**config.mk**
```make
export PLATFORM = sky130hd
export DESIGN_NAME = dmaster_st_packet_arbiter
export DESIGN_NICKNAME = d
export VERILOG_FILES = /design/src/rtl/dmaster_st_pkg.sv /design/src/rtl/dmaster_st_out_reg.sv /design/src/rtl/dmaster_st_packet_arbiter.sv
export SDC_FILE = /design/constraint.sdc
export NUM_CORES = 1
export LEC_CHECK = 0
export CAP_MARGIN = 20
export CORE_MARGIN = 4
export CORE_UTILIZATION = 46
export CTS_BUF_LIST = sky130_fd_sc_hd__clkbuf_16
export DETAILED_ROUTE_END_ITERATION = 6
export PLACE_DENSITY = 0.8
export SYNTH_ARGS = -nofsm -noshare
export SYNTH_HDL_FRONTEND = slang
export SYNTH_HIERARCHICAL = 1
export SYNTH_SLANG_ARGS = --single-unit
```
**constraint.sdc**
```tcl
create_clock -name clk -period 2.1 [get_ports clk]
set_clock_uncertainty 0.15 [all_clocks]
set_input_delay 0.21 -clock clk [delete_from_list [all_inputs] [get_ports clk]]
set_output_delay 0.21 -clock clk [all_outputs]
set_load 0.1 [all_outputs]
```
**src/rtl/dmaster_st_pkg.sv**
```systemverilog
// ---------------------------------------------------------------------------
// dmaster_st_pkg
// Shared types for the DDR3 EMIF debug-master Avalon-ST byte-stream blocks.
//   state_t : arbiter lock state (idle / packet locked to one source)
//   beat_t  : one stream beat as it leaves the arbiter {data, sop, eop, channel}
// ---------------------------------------------------------------------------
package dmaster_st_pkg;

   localparam int DATA_W_DEF = 8;

   typedef enum logic {
      ST_IDLE = 1'b0,
      ST_LOCK = 1'b1
   } state_t;

   typedef struct packed {
      logic [DATA_W_DEF-1:0] data;
      logic                  sop;
      logic                  eop;
      logic                  channel;
   } beat_t;

endpackage

```
**src/rtl/dmaster_st_out_reg.sv**
```systemverilog
// ---------------------------------------------------------------------------
// dmaster_st_out_reg
// Single-entry registered valid/ready output stage. A new beat may be loaded
// whenever the stage is empty or the sink takes the current beat this cycle,
// which gives one beat per cycle while out_ready stays high.
// Ports:
//   clk, reset_n          clock, asynchronous active-low reset
//   load                  capture in_* this cycle (caller honours can_load)
//   in_data/sop/eop/chan  beat to capture
//   can_load              stage can accept a beat this cycle
//   out_ready             sink backpressure
//   out_valid/data/sop/eop/channel  registered beat
// ---------------------------------------------------------------------------
module dmaster_st_out_reg #(
   parameter int DATA_W = 8
) (
   input  logic              clk,
   input  logic              reset_n,
   input  logic              load,
   input  logic [DATA_W-1:0] in_data,
   input  logic              in_sop,
   input  logic              in_eop,
   input  logic              in_channel,
   output logic              can_load,
   input  logic              out_ready,
   output logic              out_valid,
   output logic [DATA_W-1:0] out_data,
   output logic              out_sop,
   output logic              out_eop,
   output logic              out_channel
);

   logic              vld_p1;
   logic [DATA_W-1:0] data_p1;
   logic              sop_p1;
   logic              eop_p1;
   logic              chan_p1;

   assign can_load = ~vld_p1 | out_ready;

   // Stage p1: registered output beat
   always_ff @(posedge clk or negedge reset_n) begin
      if (!reset_n) begin
         vld_p1  <= 1'b0;
         data_p1 <= '0;
         sop_p1  <= 1'b0;
         eop_p1  <= 1'b0;
         chan_p1 <= 1'b0;
      end else if (load) begin
         vld_p1  <= 1'b1;
         data_p1 <= in_data;
         sop_p1  <= in_sop;
         eop_p1  <= in_eop;
         chan_p1 <= in_channel;
      end else if (out_ready) begin
         vld_p1  <= 1'b0;
      end
   end

   assign out_valid   = vld_p1;
   assign out_data    = data_p1;
   assign out_sop     = sop_p1;
   assign out_eop     = eop_p1;
   assign out_channel = chan_p1;

endmodule

```
**src/rtl/dmaster_st_packet_arbiter.sv**
```systemverilog
// ---------------------------------------------------------------------------
// dmaster_st_packet_arbiter
// Two-input Avalon-ST packet arbiter feeding one 8-bit sink (normally the
// dmaster timing adapter). Round-robin between sources, locked for a whole
// packet, registered output, and a watchdog that drops the lock when the
// granted source goes quiet mid-packet.
// Ports:
//   clk, reset_n                      clock, asynchronous active-low reset
//   in0_* / in1_*                     source beats (valid/data/sop/eop) + ready
//   out_valid/data/sop/eop/channel    registered beat towards the sink
//   out_ready                         sink backpressure
//   busy                              packet lock held
//   timeout_err                       one-cycle pulse after a forced release
//   sop_err                           one-cycle pulse, aligned with the first
//                                     beat of a lock on out_*, when it lacked sop
// ---------------------------------------------------------------------------
module dmaster_st_packet_arbiter
   import dmaster_st_pkg::*;
#(
   parameter int DATA_W       = DATA_W_DEF,
   parameter int IDLE_TIMEOUT = 255,
   parameter int CNT_W        = (IDLE_TIMEOUT < 1) ? 1 : $clog2(IDLE_TIMEOUT + 1)
) (
   input  logic              clk,
   input  logic              reset_n,
   input  logic              in0_valid,
   input  logic [DATA_W-1:0] in0_data,
   input  logic              in0_sop,
   input  logic              in0_eop,
   output logic              in0_ready,
   input  logic              in1_valid,
   input  logic [DATA_W-1:0] in1_data,
   input  logic              in1_sop,
   input  logic              in1_eop,
   output logic              in1_ready,
   output logic              out_valid,
   output logic [DATA_W-1:0] out_data,
   output logic              out_sop,
   output logic              out_eop,
   output logic              out_channel,
   input  logic              out_ready,
   output logic              busy,
   output logic              timeout_err,
   output logic              sop_err
);

   localparam logic             WD_EN   = (IDLE_TIMEOUT > 0);
   localparam logic [CNT_W-1:0] WD_MAX  = CNT_W'(IDLE_TIMEOUT);
   // The release fires in the idle cycle whose increment would reach the limit
   localparam logic [CNT_W-1:0] WD_LAST = WD_EN ? CNT_W'(IDLE_TIMEOUT - 1) : '0;

   state_t            state, state_nxt;
   logic              grant, grant_nxt;
   logic              last_grant, last_grant_nxt;
   logic              first_beat, first_beat_nxt;
   logic [CNT_W-1:0]  wd_cnt, wd_cnt_nxt;
   logic              timeout_nxt, sop_err_nxt;

   logic              can_load;
   logic              accept;
   logic              g_valid, g_sop, g_eop;
   logic [DATA_W-1:0] g_data;

   // Granted-source view
   assign g_valid = grant ? in1_valid : in0_valid;
   assign g_data  = grant ? in1_data  : in0_data;
   assign g_sop   = grant ? in1_sop   : in0_sop;
   assign g_eop   = grant ? in1_eop   : in0_eop;

   assign busy      = (state == ST_LOCK);
   assign in0_ready = busy & ~grant & can_load;
   assign in1_ready = busy &  grant & can_load;
   assign accept    = busy & g_valid & can_load;

   always_comb begin
      state_nxt      = state;
      grant_nxt      = grant;
      last_grant_nxt = last_grant;
      first_beat_nxt = first_beat;
      wd_cnt_nxt     = wd_cnt;
      timeout_nxt    = 1'b0;
      sop_err_nxt    = 1'b0;
      case (state)
         ST_IDLE: begin
            wd_cnt_nxt = '0;
            if (in0_valid | in1_valid) begin
               // Tie goes to the source that did not hold the last lock
               grant_nxt      = (in0_valid & in1_valid) ? ~last_grant : in1_valid;
               first_beat_nxt = 1'b1;
               state_nxt      = ST_LOCK;
            end
         end
         ST_LOCK: begin
            if (accept) begin
               wd_cnt_nxt     = '0;
               first_beat_nxt = 1'b0;
               sop_err_nxt    = first_beat & ~g_sop;
               if (g_eop) begin
                  state_nxt      = ST_IDLE;
                  last_grant_nxt = grant;
               end
            end else if (!g_valid) begin
               // Only source silence counts; sink backpressure never does
               if (WD_EN && (wd_cnt == WD_LAST)) begin
                  timeout_nxt    = 1'b1;
                  state_nxt      = ST_IDLE;
                  last_grant_nxt = grant;
                  wd_cnt_nxt     = '0;
               end else if (wd_cnt != WD_MAX) begin
                  wd_cnt_nxt = wd_cnt + 1'b1;
               end
            end
         end
         default: state_nxt = ST_IDLE;
      endcase
   end

   always_ff @(posedge clk or negedge reset_n) begin
      if (!reset_n) begin
         state       <= ST_IDLE;
         grant       <= 1'b0;
         last_grant  <= 1'b1;
         first_beat  <= 1'b0;
         wd_cnt      <= '0;
         timeout_err <= 1'b0;
         sop_err     <= 1'b0;
      end else begin
         state       <= state_nxt;
         grant       <= grant_nxt;
         last_grant  <= last_grant_nxt;
         first_beat  <= first_beat_nxt;
         wd_cnt      <= wd_cnt_nxt;
         timeout_err <= timeout_nxt;
         sop_err     <= sop_err_nxt;
      end
   end

   dmaster_st_out_reg #(
      .DATA_W (DATA_W)
   ) u_out_reg (
      .clk         (clk),
      .reset_n     (reset_n),
      .load        (accept),
      .in_data     (g_data),
      .in_sop      (g_sop),
      .in_eop      (g_eop),
      .in_channel  (grant),
      .can_load    (can_load),
      .out_ready   (out_ready),
      .out_valid   (out_valid),
      .out_data    (out_data),
      .out_sop     (out_sop),
      .out_eop     (out_eop),
      .out_channel (out_channel)
   );

endmodule
```
==> results.tsv, run 1 <==
metric	value	unit
Hold WC Path Type	in2async	
CP endpoint kind	flop	
TritonCTS Buffers	3	
Port Buffers	41	
reg2reg end	wd_cnt[6]$_DFFE_PN0P_	
count of different cell masters after synthesis	36	
total congestion overflow	0	
Most common cell on crit path	or3_1	
Total GRT Usage	17.67	%
number of flops mapped to enable cells by yosys	0	
diode count	0	
commonest cells in the netlist	dfrtp_1 (25), mux2_2 (12), mux2_4 (11), nand2_1 (9), inv_1 (7)	
asr flop ratio synth	100.0	%
Max-Cap Viols	0	
top post-synthesis cells by area	dfrtp_1 (44%), mux2_4 (12%), mux2_2 (9.6%)	
Sum Neg Setup Slack	0	ps
Initial Util	49.56	%
Synth top area share	44.25	%
CTS H-tree lvls	1	
I/O pins	42	
syn_nets	146	
TritonRoute pass-1 iters	4	
Layout Nets	196	
detailed placement HPWL	2.609	mm
via/cell ratio	5.754	
Post-Syn Area	1414	sq um
Req. time, crit path	2120	ps
row cnt	19	
most common cell in the netlist	dfrtp_1	
max_slew headroom	77.82	%
sequential cell area fraction in the yosys report	46.11	%
top cell type by total area after synthesis	dfrtp_1	
hold_buf cts	0	
Max Clk Rate	523.7	MHz
post-layout util	69.21	%
final std cells w/o fill	199	
post-CTS sizing	0	
Root Buffer	clkbuf_16	
Reg2Reg Setup Slack	190	ps
Crit-path slowest cell	dfrtp_1	
WL/cell	17.78	um
Clk Latency, worst-skew pair	260	ps
first-pass GRT wire length	5.623	mm
CTS tree	done	
synth warn	6	
area growth from synthesis to layout	39.65	%
total die area	4025	sq um
Reg2Reg Depth	5	
clock sinks	26	
largest net degree at the start of global routing	27	
Post-CTS Setup Repair Bufs	0	
status	completed	
fin crit period	1909	ps
CP peak stage delay	450	ps
ANT nets after route	0	
core area	2853	sq um
# placed instances	195	
Remaining DRCs	0	
Crit Path Max Fanout	6	
Die Wd	63.44	um
Die Ht	63.44	um
period utilisation layout	90.92	%
final hold vios	0	
clock-pin slew on the worst setup and hold paths	60	ps
Startpoint Class	flop	
kind of critical path	reg2reg	
Slew Limit Fails	0	
DR vias	1145	
Final Setup Violations	0	
dominant synthesized flop cell	dfrtp_1	
share of layout cells above drive strength 1	35.71	%
DRT iter0 DRCs	37	
vias in the first global route	1184	
initial antenna violation count	0	
crit-path cells	ha_1 -> nand3_1 -> or3_1 -> or3_1 -> o221ai_1	
Syn Inst Count	119	
worst-margin pin slew	332.7	ps
gpl congestion	0.9192	
drt total wl	3.538	mm
worst r2r src	wd_cnt[0]$_DFFE_PN0P_	
Worst Path Arrival	1930	ps
Seq cells post-synth	26	
unrepaired setup endpoints after global routing	no	
Syn Area/Cell	11.88	sq um
Longest Clk Path Bufs	2	
-- cell usage in the layout, fill, tap and decap left out, types with 2 or more instances in the layout --
cell and count:
nand2b_1 4, ha_1 2, clkdlybuf4s50_1 24, dfrtp_2 2
o221ai_1 4, buf_12 3, nor2_1 4, dfrtp_1 23
mux2_2 12, buf_4 21, clkbuf_16 3, o21ai_0 2
nand2_1 9, a31oi_1 3, nand3_1 4, inv_1 7
mux2_4 11, or3_1 6
-- cell families (layout without fill, tap and decap cells) --
kind of cell | after synthesis | in the layout | share of synthesized area [%]
AO/OA/AOI/OAI | 19 | 19 | 9.913
adder cells (fa/ha/maj) | 2 | 2 | 1.770
buffers and inverters | 10 | 59 | 3.717
flip-flops | 26 | 26 | 46.11
multiplexers | 25 | 25 | 23.54
AND/OR/NAND/NOR | 37 | 37 | 14.96
-- routing by layer --
metal  global-route usage, %  part of all wire, %
met4                   6.469                  2.4
met3                   3.375                  4.0
met1                   20.86                   40
met2                   31.55                   53
met5                       0                    0
-- layout make-up --
type | count | area, sq um
sequential | 26 | 654.4
timing repair buffer | 48 | 457.9
fill | 216 | 878.3
clock inverter | 1 | 3.754
inverter | 7 | 26.28
multi-input combinational | 83 | 718.2
tap | 31 | 38.79
clock buffer | 3 | 75.07
-- metrics by stage --
step,hold WS (ps),instance area [sq um],setup WS (ps)
floorplan,-235.6,1425,120.4
global route,191.9,1974,85.20
CTS,178.9,1974,201.2
global placement,332.0,1896,167.1
finish,164.0,1974,190.6
detailed placement,341.3,1896,110.6
-- worst max path at each step --
stage / from / end / slack (ps) / cells after the start
after global routing: wd_cnt[0]$_DFFE_PN0P_ / wd_cnt[6]$_DFFE_PN0P_ / 90 / 5
final: wd_cnt[0]$_DFFE_PN0P_ / wd_cnt[6]$_DFFE_PN0P_ / 190 / 5
after detailed placement: out_ready / u_out_reg/out_data[4]$_DFFE_PN0P_ / 110 / 6
after CTS: wd_cnt[0]$_DFFE_PN0P_ / wd_cnt[6]$_DFFE_PN0P_ / 200 / 5
after global placement: in1_valid / u_out_reg/out_data[4]$_DFFE_PN0P_ / 170 / 5
after floorplan: busy$_DFF_PN0_ / u_out_reg/out_channel$_DFFE_PN0P_ / 120 / 4
-- critical path, delay by kind of cell (launching register included) --
family	cells	cell delay, ps
AND/OR/NAND/NOR	3	850
flip-flops	1	450
adder cells (fa/ha/maj)	1	290
AO/OA/AOI/OAI	1	80
Power of run 1 is not shown: default switching activity piles up to over one toggle a cycle in this logic, so the estimate is an artifact.
==> run 2: changes to the inputs <==
--- a/config.mk
+++ b/config.mk
@@ -5,7 +5,6 @@
 export SDC_FILE = /design/constraint.sdc
 export NUM_CORES = 1
 export LEC_CHECK = 0
-export CAP_MARGIN = 20
 export CORE_MARGIN = 4
 export CORE_UTILIZATION = 46
 export CTS_BUF_LIST = sky130_fd_sc_hd__clkbuf_16
==> results of run 2 <==
No change in the layout: final DEF, timing and power equal those of run 1.
Power of run 2 is left out for the same reason.
==> run 3: changes to the inputs <==
--- a/config.mk
+++ b/config.mk
@@ -6,11 +6,10 @@
 export NUM_CORES = 1
 export LEC_CHECK = 0
 export CORE_MARGIN = 4
-export CORE_UTILIZATION = 46
+export CORE_UTILIZATION = 42
 export CTS_BUF_LIST = sky130_fd_sc_hd__clkbuf_16
 export DETAILED_ROUTE_END_ITERATION = 6
-export PLACE_DENSITY = 0.8
+export PLACE_DENSITY = 0.78
 export SYNTH_ARGS = -nofsm -noshare
 export SYNTH_HDL_FRONTEND = slang
-export SYNTH_HIERARCHICAL = 1
 export SYNTH_SLANG_ARGS = --single-unit
==> constraint.sdc (replaced) <==
create_clock -name clk -period 1.65 [get_ports clk]
set_clock_uncertainty 0.15 [all_clocks]
set_input_delay 0.165 -clock clk [delete_from_list [all_inputs] [get_ports clk]]
set_output_delay 0.165 -clock clk [all_outputs]
set_load 0.1 [all_outputs]
==> results.tsv, run 3 <==
metric	value	unit	change
status	finished, violations left		was completed
violated checks	setup timing		
initial antenna violation count	0		unchanged
Hold WC Path Type	in2async		unchanged
top cell type by total area after synthesis	dfrtp_1		unchanged
DRT iter0 DRCs	205		was 37
period utilisation layout	113.5	%	was 90.92%
mux cell area share after synthesis	9.695	%	was 23.54%
hold_buf cts	0		unchanged
kind of critical path	reg2reg		unchanged
Initial Util	44.92	%	was 49.56%
Syn Inst Count	145		was 119
largest net degree at the start of global routing	27		unchanged
asr flop ratio synth	100.0	%	unchanged
Root Buffer	clkbuf_16		unchanged
maximum VDD drop	1.533	mV	
XOR/XNOR Fraction of Synth Area	0	%	unchanged
Total GRT Usage	25.60	%	was 17.67%
clock-pin slew on the worst setup and hold paths	70	ps	was 60 ps
Crit Path Max Fanout	3		was 6
row cnt	20		was 19
Req. time, crit path	1680	ps	was 2120 ps
Remaining DRCs	0		unchanged
Synth Area in Adders	1.795	%	was 1.770%
share of layout cells above drive strength 1	43.61	%	was 35.71%
core area	3103	sq um	was 2853 sq um
clock sinks	26		unchanged
DR vias	1636		was 1145
Post-Syn Area	1394	sq um	was 1414 sq um
I/O pins	42		unchanged
Startpoint Class	flop		unchanged
top post-synthesis cells by area	dfrtp_1 (45%), mux2i_1 (6.5%), nand2_1 (6.2%)		was dfrtp_1 (44%), mux2_4 (12%), mux2_2 (9.6%)
CTS H-tree lvls	1		unchanged
Crit-path slowest cell	dfrtp_2		was dfrtp_1
gpl congestion	0.8427		was 0.9192
via/cell ratio	6.037		was 5.754
sequential cell area fraction in the yosys report	46.77	%	was 46.11%
Synth Area in Compound Gates	15.08	%	was 9.912%
first-pass GRT wire length	8.273	mm	was 5.623 mm
Cell Pwr Density	2152	nW/um^2	
Port Buffers	41		unchanged
commonest cells in the netlist	dfrtp_1 (25), nand2_1 (23), o21ai_1 (12), mux2i_1 (9)		was dfrtp_1 (25), mux2_2 (12), mux2_4 (11), nand2_1 (9), inv_1 (7)
Final Setup Violations	11		was 0
Metal-1 WL	2.206	mm	was 1.426 mm
final hold vios	0		unchanged
Seq cells post-synth	26		unchanged
synth warn	0		was 6
drt total wl	6.106	mm	was 3.538 mm
number of flops mapped to enable cells by yosys	0		unchanged
Clk Latency, worst-skew pair	270	ps	was 260 ps
largest family of logic cells by synthesized area	simple AND/OR/NAND/NOR gates		was multiplexers
WL/cell	22.53	um	was 17.78 um
dominant synthesized flop cell	dfrtp_1		unchanged
Worst Path Arrival	1900	ps	was 1930 ps
post-synthesis simple-gate area fraction	22.98	%	was 14.96%
Worst Hold Slack	130.8	ps	was 164.0 ps
Syn Area/Cell	9.613	sq um	was 11.88 sq um
most common cell in the netlist	dfrtp_1		unchanged
fin crit period	1872	ps	was 1909 ps
post-layout util	85.32	%	was 69.21%
Die Wd	65.61	um	was 63.44 um
Max-Cap Viols	0		unchanged
Die Ht	65.61	um	was 63.44 um
detailed placement HPWL	3.036	mm	was 2.609 mm
max_slew headroom	77.36	%	was 77.82%
vias in the first global route	1596		was 1184
Layout Nets	255		was 196
area growth from synthesis to layout	89.95	%	was 39.65%
total congestion overflow	0		unchanged
TritonRoute pass-1 iters	5		was 4
count of different cell masters after synthesis	41		was 36
most frequent cells in the layout	buf_4 (34), clkdlybuf4s50_1 (24), nand2_1 (22)		was clkdlybuf4s50_1 (24), dfrtp_1 (23), buf_4 (21)
Max Clk Rate	534.2	MHz	was 523.7 MHz
total die area	4304	sq um	was 4025 sq um
Longest Clk Path Bufs	2		unchanged
final worst slack	-221.9	ps	was 190.6 ps
commonest non-fill, non-tap cell in the layout	buf_4		was clkdlybuf4s50_1
worst-margin pin slew	339.6	ps	was 332.7 ps
TritonCTS Buffers	3		unchanged
unrepaired setup endpoints after global routing	yes		was no
CP peak stage delay	460	ps	was 450 ps
wire length on met2	3.186	mm	was 1.883 mm
ANT nets after route	0		unchanged
syn_nets	172		was 146
diode count	0		unchanged
Synth top area share	44.88	%	was 44.25%
max layer used	met4		unchanged
CTS tree	done		unchanged
met3 wire length	542	um	was 143 um
CP endpoint kind	flop		unchanged
crit-path cells	mux2i_4 -> o311ai_4 -> buf_4 -> or3_1 -> o211ai_1		was ha_1 -> nand3_1 -> or3_1 -> or3_1 -> o221ai_1
Slew Limit Fails	0		unchanged
Pleak	0.001208	uW	
run 3: cell types whose count changed after synthesis, moves of 3 or more:
cell      change
mux2_4       -11
mux2_2       -11
clkbuf_1      +4
o21ai_1      +12
nand2_1      +14
mux2i_1       +8
nor3_1        +3
o221ai_1      -4
or3_1         -4
inv_1         -4
o21ai_0       +4
run 3: worst paths after layout:
check | start | to | slack, ps | cells past startpoint
setup / recovery | grant$_DFFE_PN0P_ | wd_cnt[6]$_DFFE_PN0P_ | -220 | 5
hold / removal | reset_n | grant$_DFFE_PN0P_ | 130 | 2
setup reg to reg | grant$_DFFE_PN0P_ | wd_cnt[6]$_DFFE_PN0P_ | -220 | 5
hold reg to reg | u_out_reg.out_data[1]$_DFFE_PN0P_ | u_out_reg.out_data[1]$_DFFE_PN0P_ | 390 | 2
max in group asynchronous | reset_n | last_grant$_DFFE_PN1P_ | 920 | 2
min in group clk | in1_data[3] | u_out_reg.out_data[3]$_DFFE_PN0P_ | 380 | 3
run 3: cell families (layout without fill, tap and decap cells):
| group | Yosys count | in the layout |
|---|---|---|
| mux | 12 | 12 |
| flops | 26 | 26 |
| fa+ha+maj | 2 | 2 |
| simple gates | 61 | 61 |
| buf+inv | 11 | 93 |
| compound gates | 33 | 33 |
run 3: through the flow:
step                power, uW  instances  area [sq um]  worst slack (ps)  TNS [ps]
floorplan                3161        145          1456            -220.8     -1104
global placement         4342        250          2243            -260.3     -1902
detailed placement       4427        250          2243            -294.6     -3000
CTS                      5280        265          2500            -137.6    -682.3
global route             5864        271          2648            -263.3     -1748
finish                   5697        271          2648            -221.9     -1429
run 3: power breakdown:
part	switching, uW	leakage [uW]	total, uW	internal [uW]
registers	301	0.000324	1190	886
clock network	241	0.0000385	567	326
logic	2320	0.000846	3940	1620
total	2860	0.00121	5700	2840
run 3: repair_timing:
item	in CTS	in global routing
pin swaps	10	14
buffers inserted	11	7
gates resized for setup	22	25
setup endpoints to repair	11	21
run 3: metal layers:
layer,up-vias,global-route usage (%)
met5,-,0
met2,119,46.40
met1,818,29.33
li1,684,-
met3,15,4.444
met4,0,10.88
run 3: worst max-delay path: cells and delay by family, from the launching register on:
kind                   cells  cell delay, ps
AND/OR/NAND/NOR            1             360
flip-flops                 1             460
AO/OA/AOI/OAI              2             280
multiplexers               1             370
buffers and inverters      1             170
run 3: final cells by class:
cell class                      instances  area, sq um
Timing Repair Buffer                   86        985.9
Clock inverter                          1        3.754
Sequential cell                        26        663.1
Clock buffer                            3        75.07
Fill cell                             147        455.4
Inverter                                3        11.26
Multi-Input combinational cell        108        853.3
Tap cell                               44        55.05
Power figures use the tool's default switching activity.
